`src/rtl/sprite_anim_seq.sv`:
```
// Fighter sprite animation sequencer: turns action requests and hit events into
// registered animation/frame codes for the sprite memory, one clock from input to output.
module sprite_anim_seq #(
  parameter int TICKS_PER_FRAME = 6,
  parameter int HIT_TICKS       = 4,
  parameter int JUMP_TICKS      = 8
) (
  input  logic       clock,
  input  logic       resetn,
  input  logic       frame_tick,
  input  logic [3:0] req_anim,
  input  logic       req_valid,
  input  logic       hit,
  output logic [3:0] selanim,
  output logic [1:0] selframe,
  output logic       busy,
  output logic       anim_done
);

  localparam logic [1:0] ST_LOOP    = 2'd0;
  localparam logic [1:0] ST_ONESHOT = 2'd1;
  localparam logic [1:0] ST_HIT     = 2'd2;

  logic [1:0] r_state;
  logic [7:0] r_cnt;
  logic [3:0] r_anim;
  logic [1:0] r_frame;
  logic       r_busy;
  logic       r_done;

  logic [7:0] w_limit;
  logic       w_wrap;
  logic [7:0] w_cnt_next;
  logic       w_accept;
  logic       w_held;
  logic       w_hold_pose;

  always_comb begin
    w_limit = 8'(TICKS_PER_FRAME);
    if (r_anim == 4'd2)      w_limit = 8'(HIT_TICKS);
    else if (r_anim == 4'd3) w_limit = 8'(JUMP_TICKS);
  end

  assign w_wrap      = frame_tick && (r_cnt == w_limit - 8'd1);
  assign w_cnt_next  = !frame_tick ? r_cnt : (w_wrap ? 8'd0 : r_cnt + 8'd1);
  // Code 2 is reserved for hit and never accepted as a request.
  assign w_accept    = req_valid && (req_anim != 4'd2) && (req_anim <= 4'd9) &&
                       (req_anim != r_anim);
  assign w_held      = (r_anim == 4'd1) || (r_anim >= 4'd7);
  assign w_hold_pose = (r_anim >= 4'd7);

  always_ff @(posedge clock or negedge resetn) begin
    if (!resetn) begin
      r_state <= ST_LOOP;
      r_cnt   <= 8'd0;
      r_anim  <= 4'd0;
      r_frame <= 2'd0;
      r_busy  <= 1'b0;
      r_done  <= 1'b0;
    end else begin
      r_done <= 1'b0;
      if (hit) begin
        r_state <= ST_HIT;
        r_anim  <= 4'd2;
        r_frame <= 2'd0;
        r_cnt   <= 8'd0;
        r_busy  <= 1'b1;
      end else if (r_state == ST_LOOP) begin
        if (w_accept) begin
          r_anim  <= req_anim;
          r_frame <= 2'd0;
          r_cnt   <= 8'd0;
          if (req_anim inside {[4'd3:4'd6]}) begin
            r_state <= ST_ONESHOT;
            r_busy  <= 1'b1;
          end
        end else if (!req_valid && w_held) begin
          r_anim  <= 4'd0;
          r_frame <= 2'd0;
          r_cnt   <= 8'd0;
        end else if (!w_hold_pose) begin
          r_cnt <= w_cnt_next;
          if (w_wrap) r_frame <= r_frame + 2'd1;
        end
      end else begin
        r_cnt <= w_cnt_next;
        if (w_wrap) begin
          if (r_frame == 2'd3) begin
            r_state <= ST_LOOP;
            r_anim  <= 4'd0;
            r_frame <= 2'd0;
            r_busy  <= 1'b0;
            r_done  <= 1'b1;
          end else begin
            r_frame <= r_frame + 2'd1;
          end
        end
      end
    end
  end

  assign selanim   = r_anim;
  assign selframe  = r_frame;
  assign busy      = r_busy;
  assign anim_done = r_done;

endmodule
```
`config.mk`:
```
export PLATFORM = sky130hd
export DESIGN_NAME = sprite_anim_seq
export DESIGN_NICKNAME = d
export VERILOG_FILES = /design/src/rtl/sprite_anim_seq.sv
export SDC_FILE = /design/constraint.sdc
export NUM_CORES = 1
export LEC_CHECK = 0
export BUFFER_PORTS_ARGS = -buffer_cell sky130_fd_sc_hd__buf_4
export CAP_MARGIN = 20
export CORE_MARGIN = 2
export CORE_UTILIZATION = 59
export DETAILED_ROUTE_END_ITERATION = 8
export GPL_TIMING_DRIVEN = 0
export PLACE_DENSITY_LB_ADDON = 0.15
export SLEW_MARGIN = 20
export SYNTH_ARGS = -nofsm -noshare
export SYNTH_HDL_FRONTEND = slang
export SYNTH_SLANG_ARGS = --single-unit
export TNS_END_PERCENT = 50
```
`constraint.sdc`:
```
create_clock -name clock -period 4.6 [get_ports clock]
set_input_delay 0.92 -clock clock [delete_from_list [all_inputs] [get_ports clock]]
set_output_delay 0.92 -clock clock [all_outputs]
set_load 0.02 [all_outputs]
```
Word level (Yosys, flattened, before mapping). Cells that the tools add are included.

Bits of input ports: 9. Bits in registers: 18. Output and inout port bits: 8. Logic and storage cells: 78.

Magnitude comparators: 4. Reductions and logical operators: 15. Equal/unequal tests: 11. Multiplexer cells: 39. Add/sub/neg operators: 3.

Operators with widths (count): $mux 8 (8); $mux 2 (14); $mux 4 (7); $mux 1 (10); $add 8x1->8 const B (1); $eq 4x2->1 const B (2); $eq 8x8->1 (1); $sub 8x1->8 const B (1); $logic_and 1x1->1 (6); $reduce_and 3->1 (2); $reduce_bool 3->1 (2); $ne 5x4->1 const B (1); $reduce_bool 5->1 (1); $eq 4x1->1 const B (1); $ge 4x2->1 const B (1); $ge 4x3->1 const B (1); $le 4x3->1 const B (1); $le 4x4->1 const B (1); $ne 4x2->1 const B (1); $ne 4x3->1 const B (1); $ne 4x4->1 (1); $reduce_and 4->1 (1); $ne 3x2->1 const B (1); $ne 3x3->1 const B (1); 5 further kinds (5).

Longest topological paths before layout.
Word-level depth: 13. Gate-level depth with buffers: 7.

Least setup slack after synthesis. No wires, ideal clock.

Kind: input to register. Start: input port req_anim[2]. End: register r_frame[0] (netlist: selframe[0]). Stages: 7. Arrival time: 2.105 ns. Slack: 2.370 ns. Path buffers: 1. Required time: 4.475 ns. Setup time: 0.125 ns. Cells stage by stage: xnor2_1 -> nand4_1 -> a31o_1 -> buf_6 -> a21oi_4 -> o21ai_4 -> mux2_4.

Cells in the longest elaborated chain, start to end: 7.

RTL lines: start, declared (RTL line 11) `input logic [3:0] req_anim,`; branches (longest 3 deep; another with $le 4x4->1); $logic_and 1x1->1 * (RTL line 47) `assign w_accept = req_valid && (req_anim != 4'd2) && (req_anim <= 4'd9) &&`; $mux 2 (RTL line 69) `if (w_accept) begin`; $mux 2 (RTL line 68) `end else if (r_state == ST_LOOP) begin`; $mux 2 (RTL line 62) `if (hit) begin`; end signal, assigned (RTL line 83) `if (w_wrap) r_frame <= r_frame + 2'd1;`; end signal, assigned (RTL line 95) `r_frame <= r_frame + 2'd1;`; end, declared (RTL line 27) `logic [1:0] r_frame;`.

Mark *: on every way between the ends. A chain may end at the register's enable or synchronous reset.

Worst setup path after layout. Same ends and word-level chain as after synthesis.

==> flow_metrics.env <==
export IMPL_power_uw=318.0
export IMPL_rows=15
export IMPL_place_gp_congestion=0.8441
export IMPL_cp_start_kind="input port"
export IMPL_status="finished clean"
export IMPL_setup_viol=0
export IMPL_min_period_over_period=0.4777
export IMPL_grt_pass1_wl_mm=3.539
export IMPL_drt_total_wl_mm=2.200
export IMPL_worstSkewPairLatency_ps=300
export IMPL_ctsHoldBuffers=0
export IMPL_syn_inst=105
export IMPL_holdWs_ps=469.7
export IMPL_synth_edf_count=0
export IMPL_die_x_um=46.68
export IMPL_overflow=0
export IMPL_grt_setup_unrepaired="false"
export IMPL_crit_family="compound AO/OA/AOI/OAI gates"
export IMPL_fp_coreArea_um2=1727
export IMPL_drv_cap=0
export IMPL_vias=847
export IMPL_worst_pin_slew_ps=490.7
export IMPL_crit_cells=8
export IMPL_yosys_top_cells_area="dfrtp_1 (42%), xnor2_1 (5.7%), xor2_1 (5.7%), nor2_1 (4.2%), a22o_1 (2.4%)"
export IMPL_crit_fanout=10
export IMPL_clock_path_buffers=2
export IMPL_postCtsSetupRepairBufs=0
export IMPL_path_class="input port to flop"
export IMPL_finalSetupTns_ps=0
export IMPL_synth_most_common_cell="dfrtp_1"
export IMPL_grt_pass1_vias=812
export IMPL_synth_nets=116
export IMPL_synth_compound_area_frac=0.1781
export IMPL_yosysTopAreaCell="dfrtp_1"
export IMPL_numCtsBuffers=3
export IMPL_dp_hpwl_mm=1.604
export IMPL_timing_hold_violations_final=0
export IMPL_clkSinkCount=18
export IMPL_r2r_end="selframe[0]$_DFFE_PN0P_"
export IMPL_die_area_um2=2179
export IMPL_areaGrowthSynthToFinish_pct=15.48
export IMPL_die_y_um=46.68
export IMPL_power_density_nw_per_um2=256.2
export IMPL_reg2reg_slack_ps=2510
export IMPL_pin_count=17
export IMPL_cts_root_buf="clkbuf_4"
export IMPL_crit_path_end_kind="flop"
export IMPL_ys_seq_elements=18
export IMPL_num_antenna_cells=0
export IMPL_reg2reg_depth=6
export IMPL_via_per_inst=5.723
export IMPL_cts_tree="yes"
export IMPL_port_buffers=15
export IMPL_synth_simple_area_share=0.1991
export IMPL_period_minus_slack_ps=2197
export IMPL_synth_area_um2=1075
export IMPL_clk_pin_slew_ps=100
export IMPL_grt_usage=0.2327
export IMPL_ir_drop_uv=195.2
export IMPL_max_stage_delay_ps=310
export IMPL_yosysTopAreaCellShare=0.4191
export IMPL_synth_fa_ha_area_frac=0.02328
export IMPL_drtPass1Iterations=4
export IMPL_p_leak_nw=0.5231
export IMPL_final_nets=136
export IMPL_antenna_found_initial=0
export IMPL_yosysSeqAreaShare=0.4191
export IMPL_layout_drive_gt1_share=0.2358
export IMPL_crit_slowest_cell="mux2_4"
export IMPL_synth_top_family_by_area="simple AND/OR/NAND/NOR gates"
export IMPL_h_tree_depth=1
export IMPL_postPlaceCellArea_um2=1219
export IMPL_yosys_area_share_xor_xnor=0.1141
export IMPL_start_util=0.6225
export IMPL_synth_avg_cell_area_um2=10.24
export IMPL_final_util=0.7188
export IMPL_reg2reg_from="selanim[1]$_DFFE_PN0P_"
export IMPL_cts_resized_gates=0
export IMPL_arrival_ps=2390
export IMPL_slew_violations=0
export IMPL_max_freq_ghz=0.4551
export IMPL_path_cells="buf_4, xnor2_1, nand4_1, a31o_1, buf_6, a21oi_4, o21ai_4, mux2_4"
export IMPL_yosys_warnings=0
export IMPL_synth_top_flop_cell="dfrtp_1"
export IMPL_synthTopCellsByCount="dfrtp_1 (18), nor2_1 (12), xnor2_1 (7), xor2_1 (7), nand2_1 (4)"
export IMPL_relSlewSlack=0.6729
export IMPL_ys_types=43
export IMPL_finClkSkew_ps=4.593
export IMPL_async_flop_share=1.000
export IMPL_drc=0
export IMPL_synthMuxAreaShare=0.03376
export IMPL_fillers=142
export IMPL_hp_class="input port to async pin"
export IMPL_ant_nets=0
export IMPL_dr_first_iter_drc_count=15
export IMPL_cp_num_buf_inv=2
export IMPL_grt_max_degree=19
export IMPL_detail_route_wl_per_cell_um=14.86
export IMPL_fin_area_um2=1241
export IMPL_critPathRequiredTime_ps=4800
cell families after synthesis:
family                     after synthesis
adders and majority gates                2
xor gates and xnor gates                14
muxes                                    3
AOI/OAI and AO/OA                       23
and+or+nand+nor                         38
buffers and inverters                    7
DFF                                     18
cell type report:
cell class                 instances  area, um^2  share of cell area
multi-input combinational         80       589.3              0.4748
sequential                        18       450.4              0.3629
timing repair buffer              15       112.6             0.09073
tap                               25       31.28             0.02520
buffer                             4       23.77             0.01915
clock buffer                       3       22.52             0.01815
inverter                           3       11.26            0.009073
routing by layer:
metal | up-vias | part of all wire | GRT usage
li1 | 416 | - | -
met1 | 405 | 0.49 | 0.3204
met2 | 21 | 0.46 | 0.3639
met3 | 5 | 0.029 | 0.02353
met4 | 0 | 0.021 | 0.1111
met5 | - | 0 | 0
cell usage in the layout (no fill, tap or decap), types with 3 or more instances in the layout:
cell      synthesis  final
buf_4             0     15
dfrtp_1          18     18
nor2_1           12     12
xnor2_1           7      7
nand2_1           4      4
xor2_1            7      7
nor3_1            3      3
a22o_1            3      3
nand4_1           3      3
inv_1             3      3
clkbuf_4          0      3
power by group:
group | leakage, nW | switching [mW] | internal (mW)
Clock | 0.0138 | 0.0484 | 0.0306
Sequential | 0.234 | 0.00823 | 0.166
Combinational | 0.275 | 0.0345 | 0.0305
Total | 0.523 | 0.0911 | 0.227
registers in the layout, indices dropped and copies added (netlist names):
register / cells
anim_done: 1
busy: 1
r_cnt: 8
selanim: 4
r_state: 2
selframe: 2
how the worst max path moves through the flow:
| stage | from | endpoint | slack (ps) |
|---|---|---|---|
| 3_3_place_gp | req_anim[2] | selframe[0]$_DFFE_PN0P_ | 2140 |
| 3_5_place_dp | req_anim[2] | selframe[0]$_DFFE_PN0P_ | 2090 |
| 2_1_floorplan | req_anim[2] | selframe[0]$_DFFE_PN0P_ | 2370 |
| 6_report | req_anim[2] | selframe[0]$_DFFE_PN0P_ | 2400 |
| 5_1_grt | req_anim[2] | selframe[0]$_DFFE_PN0P_ | 2310 |
| 4_1_cts | req_anim[2] | selframe[0]$_DFFE_PN0P_ | 2390 |
metrics by stage:
stage               worst slack, ps  cells
global placement               2138    145
global route                   2308    148
CTS                            2392    148
floorplan                      2370    105
detailed placement             2088    145
finish                         2403    148
Note: power is estimated with default switching activity, not from simulation.
